==> src/rtl/vga_pkg.sv <==
// rtl/vga_pkg.sv - shared screen geometry, pixel field widths and arbiter state type
package vga_pkg;

    localparam int SCREEN_W = 160;
    localparam int SCREEN_H = 120;
    localparam int X_W      = 8;
    localparam int Y_W      = 7;
    localparam int C_W      = 3;

    typedef enum logic [1:0] {
        ARB_IDLE,
        ARB_GRANT,
        ARB_RUN,
        ARB_RELEASE
    } arb_state_t;

endpackage

==> src/rtl/rr_picker.sv <==
// rtl/rr_picker.sv - combinational round-robin pick: first set request at or after ptr, wrapping
module rr_picker #(
    parameter int N_REQ = 3,
    parameter int PTR_W = (N_REQ > 1) ? $clog2(N_REQ) : 1
) (
    input  logic [N_REQ-1:0] req,
    input  logic [PTR_W-1:0] ptr,
    output logic [N_REQ-1:0] winner,
    output logic [PTR_W-1:0] win_idx
);

    logic [PTR_W:0]   slot;
    logic [PTR_W-1:0] idx;

    // Scan from the farthest offset back to ptr so the nearest requester overwrites the rest.
    always_comb begin
        winner  = '0;
        win_idx = '0;
        slot    = '0;
        idx     = '0;
        for (int k = N_REQ - 1; k >= 0; k--) begin
            slot = {1'b0, ptr} + (PTR_W+1)'(k);
            if (slot >= (PTR_W+1)'(N_REQ)) begin
                slot = slot - (PTR_W+1)'(N_REQ);
            end
            idx = slot[PTR_W-1:0];
            if (req[idx]) begin
                winner      = '0;
                winner[idx] = 1'b1;
                win_idx     = idx;
            end
        end
    end

endmodule

==> src/rtl/vga_plot_arbiter.sv <==
// rtl/vga_plot_arbiter.sv - round-robin owner of the VGA pixel port; forwards and clips the granted engine's pixels
module vga_plot_arbiter #(
    parameter int N_REQ    = 3,
    parameter int SCREEN_W = vga_pkg::SCREEN_W,
    parameter int SCREEN_H = vga_pkg::SCREEN_H,
    parameter int TIMEOUT  = 20000
) (
    input  logic                            clk,
    input  logic                            rst,
    input  logic [N_REQ-1:0]                req,
    output logic [N_REQ-1:0]                gnt,
    output logic [N_REQ-1:0]                job_done,
    output logic                            job_abort,
    output logic [N_REQ-1:0]                eng_start,
    input  logic [N_REQ-1:0]                eng_done,
    input  logic [N_REQ*vga_pkg::X_W-1:0]   eng_x,
    input  logic [N_REQ*vga_pkg::Y_W-1:0]   eng_y,
    input  logic [N_REQ*vga_pkg::C_W-1:0]   eng_colour,
    input  logic [N_REQ-1:0]                eng_plot,
    output logic [vga_pkg::X_W-1:0]         vga_x,
    output logic [vga_pkg::Y_W-1:0]         vga_y,
    output logic [vga_pkg::C_W-1:0]         vga_colour,
    output logic                            vga_plot,
    output logic [15:0]                     plot_count,
    output logic                            busy
);

    import vga_pkg::*;

    localparam int PTR_W = (N_REQ > 1) ? $clog2(N_REQ) : 1;
    localparam int TC_W  = $clog2(TIMEOUT + 1);
    localparam logic [X_W:0] X_LIM = (X_W+1)'(SCREEN_W);
    localparam logic [Y_W:0] Y_LIM = (Y_W+1)'(SCREEN_H);

    arb_state_t       state, state_nx;
    logic [PTR_W-1:0] ptr, w_idx, pick_idx;
    logic [N_REQ-1:0] pick;
    logic [TC_W-1:0]  tcount;
    logic             abort_flag;

    logic [X_W-1:0] x_arr [N_REQ];
    logic [Y_W-1:0] y_arr [N_REQ];
    logic [C_W-1:0] c_arr [N_REQ];

    for (genvar i = 0; i < N_REQ; i++) begin : g_unpack
        assign x_arr[i] = eng_x[X_W*i +: X_W];
        assign y_arr[i] = eng_y[Y_W*i +: Y_W];
        assign c_arr[i] = eng_colour[C_W*i +: C_W];
    end

    rr_picker #(.N_REQ(N_REQ), .PTR_W(PTR_W)) u_picker (
        .req     (req),
        .ptr     (ptr),
        .winner  (pick),
        .win_idx (pick_idx)
    );

    logic [X_W-1:0] sel_x;
    logic [Y_W-1:0] sel_y;
    logic [C_W-1:0] sel_c;
    logic           sel_plot, sel_done, timed_out, finish, fwd;

    assign sel_x     = x_arr[w_idx];
    assign sel_y     = y_arr[w_idx];
    assign sel_c     = c_arr[w_idx];
    assign sel_plot  = eng_plot[w_idx];
    assign sel_done  = eng_done[w_idx];
    assign timed_out = (tcount == TC_W'(TIMEOUT));
    assign finish    = sel_done || timed_out;
    assign fwd       = sel_plot && ({1'b0, sel_x} < X_LIM) && ({1'b0, sel_y} < Y_LIM);
    assign busy      = (state != ARB_IDLE);

    always_ff @(posedge clk or posedge rst) begin
        if (rst) begin
            state <= ARB_IDLE;
        end else begin
            state <= state_nx;
        end
    end

    always_comb begin
        state_nx = state;
        case (state)
            ARB_IDLE:    if (|req)     state_nx = ARB_GRANT;
            ARB_GRANT:                 state_nx = ARB_RUN;
            ARB_RUN:     if (finish)   state_nx = ARB_RELEASE;
            ARB_RELEASE: if (!sel_done) state_nx = ARB_IDLE;
            default:                   state_nx = ARB_IDLE;
        endcase
    end

    // Done wins over a same-cycle timeout, so a job that finishes on the last cycle is not reported aborted.
    always_ff @(posedge clk or posedge rst) begin
        if (rst) begin
            gnt        <= '0;
            job_done   <= '0;
            job_abort  <= 1'b0;
            eng_start  <= '0;
            vga_x      <= '0;
            vga_y      <= '0;
            vga_colour <= '0;
            vga_plot   <= 1'b0;
            plot_count <= '0;
            ptr        <= '0;
            w_idx      <= '0;
            tcount     <= '0;
            abort_flag <= 1'b0;
        end else begin
            job_done  <= '0;
            job_abort <= 1'b0;
            vga_plot  <= 1'b0;
            case (state)
                ARB_IDLE: begin
                    if (|req) begin
                        gnt        <= pick;
                        w_idx      <= pick_idx;
                        plot_count <= '0;
                    end
                end
                ARB_GRANT: begin
                    eng_start  <= gnt;
                    tcount     <= '0;
                    abort_flag <= 1'b0;
                end
                ARB_RUN: begin
                    vga_x      <= sel_x;
                    vga_y      <= sel_y;
                    vga_colour <= sel_c;
                    if (finish) begin
                        eng_start  <= '0;
                        abort_flag <= !sel_done;
                    end else begin
                        vga_plot <= fwd;
                        tcount   <= tcount + 1'b1;
                        if (fwd && plot_count != 16'hFFFF) begin
                            plot_count <= plot_count + 16'd1;
                        end
                    end
                end
                ARB_RELEASE: begin
                    if (!sel_done) begin
                        job_done  <= gnt;
                        job_abort <= abort_flag;
                        ptr       <= (w_idx == PTR_W'(N_REQ - 1)) ? '0 : w_idx + 1'b1;
                        gnt       <= '0;
                    end
                end
                default: ;
            endcase
        end
    end

endmodule

==> config.mk <==
export PLATFORM = sky130hd
export DESIGN_NAME = vga_plot_arbiter
export DESIGN_NICKNAME = d
export VERILOG_FILES = /design/src/rtl/vga_pkg.sv /design/src/rtl/rr_picker.sv /design/src/rtl/vga_plot_arbiter.sv
export SDC_FILE = /design/constraint.sdc
export NUM_CORES = 1
export LEC_CHECK = 0
export CORE_MARGIN = 4
export CORE_UTILIZATION = 44
export CTS_CLUSTER_DIAMETER = 200
export DETAILED_ROUTE_END_ITERATION = 6
export PLACE_DENSITY = 0.87
export SKIP_LAST_GASP = 1
export SYNTH_ARGS = -nofsm -noshare
export SYNTH_HDL_FRONTEND = slang
export SYNTH_SLANG_ARGS = --single-unit
==> constraint.sdc <==
create_clock -name clk -period 2.2 [get_ports clk]
set_input_delay 0.33 -clock clk [delete_from_list [all_inputs] [get_ports clk]]
set_output_delay 0.33 -clock clk [all_outputs]
set_load 0.005 [all_outputs]
==> run summary, run 1 <==
status = completed
row count = 35
ys async rst share = 1.00
FF-to-FF path depth = 8
Final Hold Fails = 0
PwrDens = 1190 nW/um^2
GRT overflow = 0
top-count cell post-synth = dfrtp_1
slowest CP cell = dfrtp_2
Yosys reg bits = 67
Top Ports = 111
Crit Reg-Reg Startpoint = w_idx[1]
fraction of layout cells with a size suffix above 1 = 0.164
critical path endpoint category = register
DR vias = 4348
clk slew on worst S/H paths = 0.08 ns
Synth Area per Inst = 8.75 sq um
CP Class = reg2reg
Clock Sinks = 67
sequential share of the synthesized area = 0.403
Final #Nets = 697
Diodes inserted = 0
number of synthesized flops with an enable pin = 0
Via density = 5.74
die width = 105 microns
die height = 105 microns
worst path cell trace = buf_12 -> mux2i_1 -> o22a_1 -> a21oi_2 -> nor4_4 -> and2_4 -> buf_4 -> o211ai_1
synth top area cells = dfrtp_1 (40%), a21oi_1 (7.0%), mux2i_1 (5.5%)
CTS tree = done
RSZ-0062 raised after global routing = yes
Synth Instances = 476
RR Endpoint = plot_count[2]
Initial DRC Count = 332
delay-heaviest family, CP = simple AND/OR/NAND/NOR gates
Leak = 2.46 nW
Most used DFF post-synth = dfrtp_1
start point of the critical path = w_idx[1]
Ys Warns = 0
endpoints failing setup = 0
Filler Cell Count = 714
Synth cell types = 64
Final Instance Area = 6050 sq um
Yosys top cell by area = dfrtp_1
Placer Congestion = 0.870
vias in the first global route = 4190
Core ar. = 9240 sq um
dpl cell area = 5630 sq um
starting density of the core = 0.451
WL/cell = 16.5 microns
Worst-Skew Late Latency = 0.35 ns
htree depth = 3
CTS Hold Bufs = 0
DP HPWL = 8870 microns
Cell Area, Synth = 4160 sq um
Tmin final = 2.19 ns
# port buffers = 110
maximum clock frequency = 456 MHz
gr usage total = 0.218
slowest stage delay, CP = 0.45 ns
largest net degree at the start of global routing = 68
R2R setup slack = 0.005 ns
CP bufs+invs = 2
post-synth top area share = 0.403
initial antenna violation count = 0
Post-Synthesis Net Count = 550
Clock Tree Root = clkbuf_8
Commonest cells post-synth = dfrtp_1 (67), nor2_1 (61), a21oi_1 (58)
TritonCTS Buffers = 9
Final Cycle Share = 0.998
Slew @ Worst Pin = 0.509 ns
Final ANT Viol Nets = 0
setup TNS = 0 ns
skew final = 0.0152 ns
Startpoint Class = register
Max clock buf depth = 2
Slew Limit Fails = 0
Layout Area Growth over Synthesis = 45.2%
Worst EP arrival = 2.40 ns
die area = 11100 sq um
Worst VDD drop = 0.604 mV
Worst Hold Class = in2async
total routed wirelength = 12500 microns
critical path data required time = 2.40 ns
First-pass DRT Iterations = 6
critical path peak fanout = 8
# DRC = 0
Slew HR = 0.660
critical path capture point = plot_count[2]
# Max-Cap Violations = 0
Worst path depth = 8
first-pass GRT wire length = 20300 microns
[logic make-up after synthesis]
| logic type | synth area share |
|---|---|
| simple gates | 0.215 |
| compound gates | 0.214 |
| flops | 0.403 |
| buf+inv | 0.0568 |
| mux | 0.0613 |
| xor+xnor | 0.0231 |
| fa+ha+maj | 0.0271 |
[cell type report]
type	count	area, sq um	share of cell area
clock buffers	12	145	0.0240
multi-input cells	358	2350	0.389
flip-flops and latches	67	1680	0.278
well taps	129	161	0.0267
clock inverters	4	50.0	0.00828
inverters	19	71.3	0.0118
repair buffers	168	1590	0.263
[metal layers]
metal  global-route usage  up-vias  wire, microns
met2                0.376      210           6450
met1                0.277     2084           4860
li1                     -     2026              -
met4               0.0684        0            239
met5                    0        -              0
met3               0.0404       28            935
[tightest hold or removal path: stages]
cell	delay (ns)
clkdlybuf4s50_1	0.41
inv_2	0.07
buf_12	0.31
[power breakdown]
| part | internal, mW | switching [mW] | total (mW) |
|---|---|---|---|
| registers | 1.61 | 0.303 | 1.92 |
| clock network | 0.554 | 0.475 | 1.03 |
| logic | 2.04 | 2.22 | 4.26 |
[layout by cell type (no fill, tap or decap), drive strengths merged, types with 3 or more instances in the layout]
cell type      instances
nor2b                  3
nor4                   8
a211oi                 7
clkbuf                12
nand2                 41
a21oi                 58
nand4                 12
nor3                  11
mux2i                 24
ha                     9
o22ai                  3
clkdlybuf4s50        110
xnor2                 11
o2111ai                3
and3                   7
inv                   19
or3                    3
a2bb2oi               10
nand2b                 3
nor2                  61
o21ai                 14
o211ai                10
a22o                   3
buf                   58
o311ai                 3
nand3                 20
and2                   4
dfrtp                 67
[sequential cells by signal (all words and copies together) (netlist names)]
| register | flops |
|---|---|
| w_idx | 2 |
| gnt | 3 |
| vga_colour | 3 |
| job_done | 3 |
| vga_y | 7 |
| vga_plot | 1 |
| eng_start | 3 |
| ptr | 2 |
| vga_x | 8 |
| state | 2 |
| tcount | 15 |
| plot_count | 16 |
| job_abort | 1 |
| abort_flag | 1 |
[repair_timing]
action,4_1_cts,5_1_grt
buffers inserted,0,14
pin swaps,2,6
endpoints found under the setup margin,14,20
resized for setup,7,20
[worst min-delay path by stage]
stage / startpoint / end / depth (start not counted) / slack (ns)
after floorplan: abort_flag / abort_flag / 2 / 0.46
after global placement: abort_flag / abort_flag / 2 / 0.47
after detailed placement: abort_flag / abort_flag / 2 / 0.49
after CTS: rst / vga_x[6] / 3 / 0.38
after global routing: rst / vga_y[4] / 3 / 0.43
final: rst / vga_x[6] / 3 / 0.37
[stage by stage]
stage / util / total power [mW] / cells / worst slack (ns) / hold WS, ns
after floorplan: - / 4.12 / 476 / 0.0386 / 0.458
after global placement: 0.609 / 5.64 / 728 / -0.141 / 0.474
after detailed placement: 0.609 / 5.82 / 728 / -0.256 / 0.490
after CTS: 0.632 / 6.89 / 744 / 0.00350 / 0.381
after global routing: 0.654 / 7.71 / 757 / -0.0975 / 0.427
final: 0.654 / 7.21 / 757 / 0.00526 / 0.374
Power figures use the tool's default switching activity.
==> inputs of run 2 (changes only) <==
CELL_PAD_IN_SITES_DETAIL_PLACEMENT = 0   (was not set)
CELL_PAD_IN_SITES_GLOBAL_PLACEMENT = 1   (was not set)
CORE_ASPECT_RATIO = 2   (was not set)
CORE_UTILIZATION = 33   (was 44)
==> run 2 against run 1 <==
Effect of this change:
- sequential share of layout area shrank 0.87 points
- wire length grew 7.7%
- sequential power is essentially flat
- critical endpoint is now busy
==> run summary, run 2 (synthesis gave the netlist of run 1 again) <==
htree depth = 3 (unchanged)
Initial DRC Count = 212 (-36%)
largest registers = plot_count (16), tcount (15), vga_x (8)
Worst-Skew Late Latency = 0.33 ns (-0.02 ns)
endpoints failing setup = 0 (unchanged)
Multi-input gate area = 2330 sq um (-0.96%)
PwrDens = 1270 nW/um^2 (+6.7%)
# Max-Cap Violations = 0 (unchanged)
# DRC = 0 (unchanged)
Final #Nets = 700 (+0.43%)
row count = 57 (+63%)
Largest register FFs = 16 (unchanged)
Core ar. = 12300 sq um (+33%)
commonest non-fill, non-tap cells in the layout = clkdlybuf4s50_1 (110), dfrtp_1 (66), nor2_1 (61)
fraction of layout cells with a size suffix above 1 = 0.165 (+0.000805)
Final ANT Viol Nets = 0 (unchanged)
largest net degree at the start of global routing = 68 (unchanged)
Via density = 5.50 (-4.3%)
slowest CP cell = clkdlybuf4s50_1
Leak = 2.57 nW (+4.2%)
Clock Tree Root = clkbuf_16
first-pass GRT wire length = 21400 microns (+5.8%)
First-pass DRT Iterations = 5 (-1)
critical path peak fanout = 5 (-3)
commonest non-fill, non-tap cell in the layout = clkdlybuf4s50_1
dpl ws = -0.230 ns (+0.0261 ns)
Worst EP arrival = 1.80 ns (-0.60 ns)
starting density of the core = 0.339 (-0.111)
vias in the first global route = 4481 (+6.9%)
Crit path top cell by count = inv_1
Final Hold Fails = 0 (unchanged)
Final Cycle Share = 0.967 (-0.0310)
Startpoint Class = register
gr usage total = 0.184 (-0.0343)
status = completed
Final Core Density = 0.509 (-0.146)
CTS tree = done
skew final = 0.0104 ns (-0.00476 ns)
Worst Hold Class = in2async
Worst Setup Slack, final = 0.0734 ns (+0.0681 ns)
DR vias = 4277 (-1.6%)
TritonCTS Buffers = 9 (unchanged)
Tmin final = 2.13 ns (-0.0681 ns)
critical path endpoint category = output port
Diodes inserted = 0 (unchanged)
initial antenna violation count = 3 (+3)
die width = 87.4 microns (-17%)
total routed wirelength = 13400 microns (+7.7%)
GRT overflow = 0 (unchanged)
Top Ports = 111 (unchanged)
die area = 14600 sq um (+32%)
Worst VDD drop = 0.646 mV (+7.0%)
die height = 167 microns (+58%)
largest register by flop count = plot_count
Layout Area Growth over Synthesis = 49.9%
Clock Sinks = 67 (unchanged)
Filler Cell Count = 1133 (+59%)
Slew HR = 0.708 (+0.0472)
FF-to-FF path depth = 9 (+1)
worst path cell trace = inv_1 -> ha_1 -> buf_4 -> inv_1 -> clkdlybuf4s50_1
Slew @ Worst Pin = 0.439 ns (-0.0708 ns)
maximum clock frequency = 470 MHz (+3.2%)
Slew Limit Fails = 0 (unchanged)
slowest stage delay, CP = 0.53 ns (+0.08 ns)
Placer Congestion = 0.845 (-2.9%)
RSZ-0062 raised after global routing = yes
# port buffers = 110 (unchanged)
Sequential Area = 1680 sq um (unchanged)
clk slew on worst S/H paths = 0.06 ns (-0.02 ns)
Max clock buf depth = 2 (unchanged)
CP Class = reg2out
CTS Hold Bufs = 0 (unchanged)
DP HPWL = 10100 microns (+14%)
WL/cell = 17.3 microns (+4.8%)
critical path data required time = 1.87 ns (-0.53 ns)
## run 2: cell types whose count changed in the layout (fill, tap and decap cells not counted), moves of 2 or more
cell | previous run | this run
clkbuf_16 | 0 | 9
clkbuf_1 | 2 | 0
clkbuf_8 | 10 | 1
bufinv_16 | 1 | 4
buf_4 | 52 | 56
## run 2: through the flow
stage | cells | area (sq um) | TNS [ns] | total power, mW | hold slack (ns)
floorplan | 476 | 4160 | 0 | 4.12 | 0.458
global placement | 756 | 5720 | -1.29 | 5.85 | 0.481
detailed placement | 756 | 5720 | -2.26 | 5.96 | 0.489
CTS | 772 | 6110 | -0.00447 | 7.80 | 0.416
global route | 778 | 6240 | -0.0219 | 8.45 | 0.430
finish | 778 | 6240 | 0 | 7.94 | 0.399
## run 2: layout make-up
cell class,count,area share
flip-flops and latches,67,0.269
clock buffers,10,0.0383
well taps,147,0.0295
inverters,19,0.0114
multi-input cells,358,0.373
repair buffers,171,0.257
clock inverters,6,0.0219
## run 2: final timing paths
kind | from | endpoint | slack (ns)
max reg2reg | w_idx[1] | plot_count[15] | 0.08
max | state[0] | busy | 0.07
max in group asynchronous | rst | w_idx[1] | 1.50
min reg2reg | abort_flag | abort_flag | 0.50
min in group clk | abort_flag | abort_flag | 0.50
min | rst | plot_count[3] | 0.40
## run 2: repair_timing
| item | CTS | global route |
|---|---|---|
| setup endpoints to repair | 17 | 28 |
| resized for setup | 4 | 21 |
| pin swaps | 0 | 5 |
| cloned | 0 | 1 |
| setup buffers | 0 | 5 |
## run 2: critical path, delay by kind of cell (launching register included)
kind	cells	cell delay, ns
buffers and inverters	4	0.90
DFF	1	0.36
adders and majority gates	1	0.21
## run 2: report_power, final
part / total [mW] / switching, mW / internal, mW
clock network: 1.80 / 0.541 / 1.25
registers: 1.90 / 0.281 / 1.62
logic: 4.25 / 2.23 / 2.02
## run 2: per-layer routing
| metal | share of wire | vias to the layer above | track usage |
|---|---|---|---|
| met3 | 0.065 | 48 | 0.0445 |
| met2 | 0.53 | 164 | 0.335 |
| met4 | 0.049 | 6 | 0.0995 |
| met1 | 0.35 | 2035 | 0.184 |
| met5 | 0.0026 | - | 0 |
| li1 | - | 2024 | - |
==> inputs of run 3 (changes only) <==
SETUP_SLACK_MARGIN = 0.5   (was not set)
==> run 3 against run 2 <==
Effect of this change:
- final cell count is 1.9% higher
- highest routed layer is now met4
- cell area up 6.6%
- combinational power is 18% higher
- critical endpoint is now plot_count[0]
- setup slack worse by 0.043 ns
==> run summary, run 3 (synthesis gave the netlist of run 1 again) <==
# port buffers = 110 (unchanged)
critical path peak fanout = 8 (+3)
die area = 14600 sq um (unchanged)
Top Ports = 111 (unchanged)
largest net degree at the start of global routing = 68 (unchanged)
Worst Hold Class = in2async
largest registers = plot_count (16), tcount (15), vga_x (8)
CP Class = reg2reg
Final #Nets = 717 (+2.4%)
CTS Hold Bufs = 0 (unchanged)
Worst VDD drop = 0.623 mV (-3.6%)
Placer Congestion = 0.845 (about the same)
largest register by flop count = plot_count
Core ar. = 12300 sq um (unchanged)
WL/cell = 17.1 microns (-0.95%)
met1 Use GR = 0.186 (+0.00153)
Sequential Area = 1680 sq um (+0.15%)
First-pass DRT Iterations = 4 (-1)
total routed wirelength = 13600 microns (+0.96%)
dpl ws = -0.119 ns (+0.111 ns)
endpoints failing setup = 0 (unchanged)
Leak = 2.73 nW (+6.2%)
htree depth = 3 (unchanged)
Startpoint Class = register
worst path cell trace = buf_12 -> buf_12 -> mux2i_1 -> a2bb2oi_4 -> nor4_4 -> nor4_4 -> buf_6 -> and2_4 -> a221o_1
commonest non-fill, non-tap cell in the layout = clkdlybuf4s50_1
commonest non-fill, non-tap cells in the layout = clkdlybuf4s50_1 (105), dfrtp_1 (64), nor2_1 (58), buf_4 (58), a21oi_1 (50)
Final ANT Viol Nets = 0 (unchanged)
Clock Sinks = 67 (unchanged)
met2 Usage GRT = 0.343 (+0.00788)
Filler Cell Count = 1077 (-4.9%)
skew final = 0.0108 ns (+0.000415 ns)
delay-heaviest family, CP = simple AND/OR/NAND/NOR gates
clk slew on worst S/H paths = 0.05 ns (about the same)
# DRC = 0 (unchanged)
starting density of the core = 0.339 (unchanged)
DR vias = 4274 (-0.070%)
Worst-Skew Late Latency = 0.33 ns (about the same)
Max clock buf depth = 2 (unchanged)
Pwr Total = 8.19 mW (+3.2%)
TritonCTS Buffers = 9 (unchanged)
Slew @ Worst Pin = 0.363 ns (-0.0754 ns)
vias in the first global route = 4390 (-2.0%)
CTS tree = done
maximum clock frequency = 461 MHz (-2.0%)
Clock Tree Root = clkbuf_16
row count = 57 (unchanged)
critical path endpoint category = register
fraction of layout cells with a size suffix above 1 = 0.252 (+0.0875)
# Max-Cap Violations = 0 (unchanged)
gr usage total = 0.182 (-0.00180)
status = completed
DP HPWL = 9810 microns (-3.0%)
Final Instance Area = 6650 sq um (+6.6%)
Slew Limit Fails = 0 (unchanged)
M3 GR Usage = 0.0252 (-0.0193)
global route hottest layer = met2
setup TNS = 0 ns (unchanged)
dpl cell area = 5890 sq um (+3.0%)
Worst Setup Slack, final = 0.0308 ns (-0.0426 ns)
Via density = 5.39 (-2.0%)
Worst EP arrival = 2.37 ns (+0.57 ns)
GRT overflow = 0 (unchanged)
die width = 87.4 microns (unchanged)
PwrDens = 1230 nW/um^2 (-3.2%)
Tmin final = 2.17 ns (+0.0426 ns)
RSZ-0062 raised after global routing = yes
slowest stage delay, CP = 0.41 ns (-0.12 ns)
Final Hold Fails = 0 (unchanged)
Final Cycle Share = 0.986 (+0.0193)
critical path data required time = 2.40 ns (+0.53 ns)
Largest register FFs = 16 (unchanged)
CP bufs+invs = 3 (-1)
Layout Area Growth over Synthesis = 59.8%
Diodes inserted = 0 (unchanged)
first-pass GRT wire length = 21200 microns (-1.3%)
initial antenna violation count = 0 (-3)
Multi-input gate area = 2640 sq um (+13%)
Slew HR = 0.758 (+0.0503)
slowest CP cell = dfrtp_1
Final Core Density = 0.542 (+0.0337)
Initial DRC Count = 211 (-0.47%)
die height = 167 microns (unchanged)
==> run 3: cell count changes in the layout (fill, tap and decap cells not counted), moves of 5 or more <==
cell             change
a211oi_2             +5
o21ai_1              +5
buf_6               +10
o21ai_0              -6
inv_1                -5
clkdlybuf4s50_1      -5
a21oi_1              -7
a211oi_1             -6
==> run 3: worst paths after layout <==
check	from	endpoint	slack, ns	depth (start not counted)
worst max register to register	w_idx[1]	plot_count[0]	0.03	9
worst min register to register	eng_start[0]	eng_start[0]	0.50	1
min in group clk	eng_start[0]	eng_start[0]	0.50	1
max in group asynchronous	rst	plot_count[1]	1.42	3
worst min-delay path	rst	job_done[1]	0.46	3
worst max-delay path	w_idx[1]	plot_count[0]	0.03	9
==> run 3: timing repair <==
action / in CTS / in global routing
setup buffers: 22 / 9
setup endpoints to repair: 44 / 50
cloned: 2 / 0
resized for setup: 30 / 33
pin swaps: 16 / 18
==> run 3: power by group <==
group	internal, mW	switching [mW]	total [mW]	leakage, nW
Clock	0.741	0.505	1.25	0.128
Sequential	1.62	0.298	1.92	0.851
Combinational	2.53	2.50	5.03	1.75
Total	4.89	3.30	8.19	2.73
==> run 3: routing by layer <==
| metal | share of wire | vias up |
|---|---|---|
| li1 | - | 2067 |
| met1 | 0.35 | 2056 |
| met2 | 0.58 | 122 |
| met3 | 0.042 | 29 |
| met4 | 0.032 | 0 |
| met5 | 0 | - |
==> run 3: worst register-to-register path: cells and delay by family (launching register included) <==
family	cells	cell delay, ns
muxes	1	0.15
and+or+nand+nor	3	0.58
buffers and inverters	3	0.43
AOI/OAI and AO/OA	2	0.47
DFF	1	0.41
==> run 3: metrics by stage <==
step	hold slack, ns	cells
after floorplan	0.458	476
after global placement	0.480	746
after detailed placement	0.488	746
after CTS	0.485	784
after global routing	0.495	793
final	0.463	793
==> run 3: final cells by class <==
cell class	count	area share
Clock inverter	4	0.00301
Sequential cell	67	0.253
Clock buffer	10	0.0344
Timing Repair Buffer	187	0.274
Inverter	19	0.0122
Multi-Input combinational cell	359	0.396
Tap cell	147	0.0276
==> RTL edit 1 (flow settings as in run 1) <==
`Y_W`: 7 -> 6.
--- a/src/rtl/vga_pkg.sv
+++ b/src/rtl/vga_pkg.sv
@@ -4,7 +4,7 @@
     localparam int SCREEN_W = 160;
     localparam int SCREEN_H = 120;
     localparam int X_W      = 8;
-    localparam int Y_W      = 7;
+    localparam int Y_W      = 6;
     localparam int C_W      = 3;
 
     typedef enum logic [1:0] {
Ports: changed (resized eng_y and vga_y); port bits go from 111 to 107. No check against the original RTL was run, so the function may have changed too.
==> RTL edit 1 against run 1 <==
Routed wire length grew 0.89%; fmax grew 1.8%; setup slack gained 40 ps; cell area shrank 3.0%; total power shrank 5.9%; area after synthesis shrank 0.27%; sequential cell count shrank 1; largest cell class unchanged; highest routed layer unchanged.
==> RTL edit 1: results (changes against run 1) <==
Routing
  – First drt pass iteration count: 7 (+1)
  – Vias: 4,346 (-0.046%)
  – Drt total wl: 12.59 mm (+0.89%)
  – WL met3: 875 um (-6.4%)
  – Met2 wire len: 6.568 mm (+1.9%)
  – Initial DRC count: 271 (-18%)

Run status
  – Outcome: finished, final reports clean

Critical path
  – Critical-path top delay cell: dfrtp_1
  – Max incr delay on CP: 410 ps (-40 ps)
  – Reg2Reg Setup Slack: 40 ps (+40 ps)
  – R2R cell count: 9 (+1)
  – CP endpoint: plot_count[6]
  – Worst Path Max Fanout: 13 (+5)
  – Worst reg2reg startpoint: tcount[0]

Yosys
  – Register area share after synthesis: 0.3978 (-0.004935)
  – Synth top cells by count: dfrtp_1 (66), a21oi_1 (48), nand2_1 (48)
  – Largest cells by area after synthesis: dfrtp_1 (40%), mux2i_1 (6.3%), a21oi_1 (5.8%)
  – Post-Synthesis Cells: 466 (-2.1%)
  – Syn_nets: 537 (-2.4%)

Pwr
  – Sequential power share: 0.258 (-0.008)
  – LEAKAGE: 0.002522 uW (+2.3%)
  – Power Clock: 937 uW (-9%)
  – VDD IR max: 0.0007174 V (+19%)

Timing
  – Worst Slack Setup Final: 44.97 ps (+39.71 ps)
  – Clk_skew: 11.94 ps (-3.220 ps)
  – Hold slack: 335.7 ps (-37.79 ps)
  – Max_slew headroom: 0.6557 (-0.004647)

Placement
  – Dpl hpwl: 9.347 mm (+5.4%)
  – Dpl cell area: 5604 um2 (-0.38%)
  – Port buffer count: 106 (-3.6%)
  – Gpl congestion: 0.9216 (+6.0%)

GRT
  – Gr usage total: 0.2228 (+0.004416)
  – Grt met2 use: 0.4093 (+0.03312)
  – First-pass GRT wire length: 20.38 mm (+0.65%)
  – Met3 Use GR: 0.04447 (+0.004055)
  – M1 GR Usage: 0.2563 (-0.02102)
  – Vias in the first global route: 4,322 (+3.2%)

Layout
  – Share of cells above drive strength 1: 0.1492 (-0.01483)
  – Fin cells: 721 (-4.8%)
## RTL edit 1: cell types whose count changed after synthesis, moves of 8 or more
cell,before,now
nor2_1,61,45
or4_1,0,11
xnor2_1,11,0
a21oi_1,58,48
a2bb2oi_1,9,1
## RTL edit 1: cells by family after synthesis
family                     count (synthesis)  synth area share
buffers and inverters                     44           0.05093
DFF                                       66            0.3978
muxes                                     28           0.06872
adders and majority gates                  9           0.02713
and+or+nand+nor                          197            0.2495
AOI/OAI and AO/OA                        122            0.2059
## RTL edit 1: what timing repair did
action	CTS	global route
gates resized for setup	2	10
buffers inserted	0	3
pin swaps	0	1
setup endpoints to repair	6	16
## RTL edit 1: area by class of cell
type                            instances  area, um2
Inverter                               13      48.80
Tap cell                              111      138.9
Clock inverter                          4      26.28
Multi-Input combinational cell        356       2349
Timing Repair Buffer                  159       1496
Clock buffer                           12      155.1
Fill cell                             727       3329
Sequential cell                        66       1653
==> RTL edit 2 (flow settings as in run 1) <==
Without the edit above. Encoding of `arb_state_t`: now one-hot (4 bits for 4 states).
--- a/src/rtl/vga_pkg.sv
+++ b/src/rtl/vga_pkg.sv
@@ -7,11 +7,11 @@
     localparam int Y_W      = 7;
     localparam int C_W      = 3;
 
-    typedef enum logic [1:0] {
-        ARB_IDLE,
-        ARB_GRANT,
-        ARB_RUN,
-        ARB_RELEASE
+    typedef enum logic [3:0] {
+        ARB_IDLE    = 4'b0001,
+        ARB_GRANT   = 4'b0010,
+        ARB_RUN     = 4'b0100,
+        ARB_RELEASE = 4'b1000
     } arb_state_t;
 
 endpackage
Function: no difference found for any inputs over 10 cycles, from zero or initial values and one cycle with rst high; not proved beyond that.
==> RTL edit 2 against run 1 <==
Critical endpoint is now plot_count[12]; area after synthesis shrank 5.6%; cell area shrank 5.2%; setup slack gained 3.6 ps; total power shrank 20%; clock skew shrank 6.9 ps; routed wire length shrank 3.9%; sequential cell count grew 2; highest routed layer unchanged; utilization grew 0.27 points; final cell count shrank 9.1%; count of clock-buffer cells in the layout shrank 2; first-iteration DRC count grew 5.1%.
==> RTL edit 2: results (changes against run 1) <==
GRT
  – First-pass GRT wire length: 18.42 mm (-9.0%)
  – Gr usage total: 0.2227 (+0.004340)
  – Vias in the first global route: 3,840 (-8.4%)
  – Largest net degree at the start of global routing: 45 (-34%)

Yosys
  – Synth top cells by count: dfrtp_1 (68), nand2_1 (59), o21ai_0 (43)
  – Largest cells by area after synthesis: dfrtp_1 (43%), nand2_1 (5.6%), o21ai_0 (5.5%)
  – Xor/xnor cell area share of the yosys netlist: 0.02451 (+0.001371)
  – Syn_nets: 509 (-7.5%)
  – Proportion of synthesized area in mux cells: 0.05349 (-0.007830)
  – Register area share after synthesis: 0.4397 (+0.03690)
  – Synth Area in Compound Gates: 0.1910 (-0.02268)
  – Adder-Cell Fraction of Synth Area: 0.01910 (-0.007949)
  – Yosys cell types: 56 (-13%)

Routing
  – Drt total wl: 11.99 mm (-3.9%)
  – First drt pass iteration count: 5 (-1)
  – Initial DRC count: 349 (+5.1%)
  – Vias per cell: 5.759 (+0.26%)

Layout
  – # fillers: 585 (-18%)
  – Final #Nets: 646 (-7.3%)
  – Share of cells above drive strength 1: 0.1500 (-0.01401)

Timing
  – Hold slack: 249.9 ps (-123.6 ps)
  – Clk_skew: 8.251 ps (-6.910 ps)
  – Worst slew pin tran: 520.6 ps (+11.16 ps)
  – FMAX: 456.4 MHz (+0.16%)

Pwr
  – Net Sw Frac: 0.3598 (-0.05622)
  – LEAKAGE: 0.002484 uW (+0.78%)
  – Clock power frac: 0.216 (+0.073)
  – VDD IR max: 0.0004677 V (-23%)
  – Net Switching: 2086 uW (-30%)
  – Logic pwr share: 0.478 (-0.113)

Placement
  – Gpl congestion: 0.8259 (-5.0%)
  – Pre-CTS WS: -220.3 ps (+35.75 ps)

CTS
  – Root Driver: clkbuf_8
  – H-Tree Depth: 3 (unchanged)

Critical path
  – Worst Path Max Fanout: 16 (+8)
  – Max incr delay on CP: 420 ps (-30 ps)
  – Kind of cell adding the most delay to the critical path: compound AO/OA/AOI/OAI gates
  – Reg2Reg Setup Slack: 9 ps

Run status
  – Outcome: finished, final reports clean

Job
  – Max Cap Viol: 0 (unchanged)
## RTL edit 2: changes by cell type after synthesis, moves of 8 or more
cell / change
a31oi_1: +8
a21oi_1: -26
inv_1: -8
nor2_1: -24
nand3_1: -8
o211ai_1: -9
nand2_1: +18
xnor2_1: -11
xor2_1: +11
o21ai_0: +31
## RTL edit 2: worst paths after layout
check,from,endpoint
min in group clk,vga_x[2],vga_x[2]
hold reg to reg,vga_x[2],vga_x[2]
hold / removal,rst,vga_y[0]
max in group asynchronous,rst,state[0]
setup reg to reg,w_idx[1],plot_count[12]
setup / recovery,w_idx[1],plot_count[12]
## RTL edit 2: layer usage
metal  vias up  global-route usage  routed length [um]
li1       1843                   -                   -
met1      1902              0.2512                4592
met2       194              0.3967                6030
met3        23             0.05954                1160
met4         0             0.09284                 209
met5         -                   0                   0
## RTL edit 2: final cells by class
type	count	share of cell area
clock buffer	10	0.02228
clock inverter	6	0.01944
inverter	12	0.01005
multi-input combinational	331	0.3651
sequential	69	0.3018
tap	108	0.02359
timing repair buffer	152	0.2577
## RTL edit 2: repair_timing
item                       CTS  global route
resized for setup            7            20
setup endpoints to repair   14            26
pin swaps                    1             4
buffers inserted             2             7
## RTL edit 2: per-stage QoR
| step | instances | utilization | TNS, ps | area, um2 |
|---|---|---|---|---|
| 2_1_floorplan | 438 | - | 0 | 3930 |
| 3_3_place_gp | 663 | 0.6113 | -812.4 | 5331 |
| 3_5_place_dp | 663 | 0.6113 | -1840 | 5331 |
| 4_1_cts | 681 | 0.6426 | -54.88 | 5604 |
| 5_1_grt | 688 | 0.6570 | -232.4 | 5729 |
| 6_report | 688 | 0.6570 | 0 | 5729 |
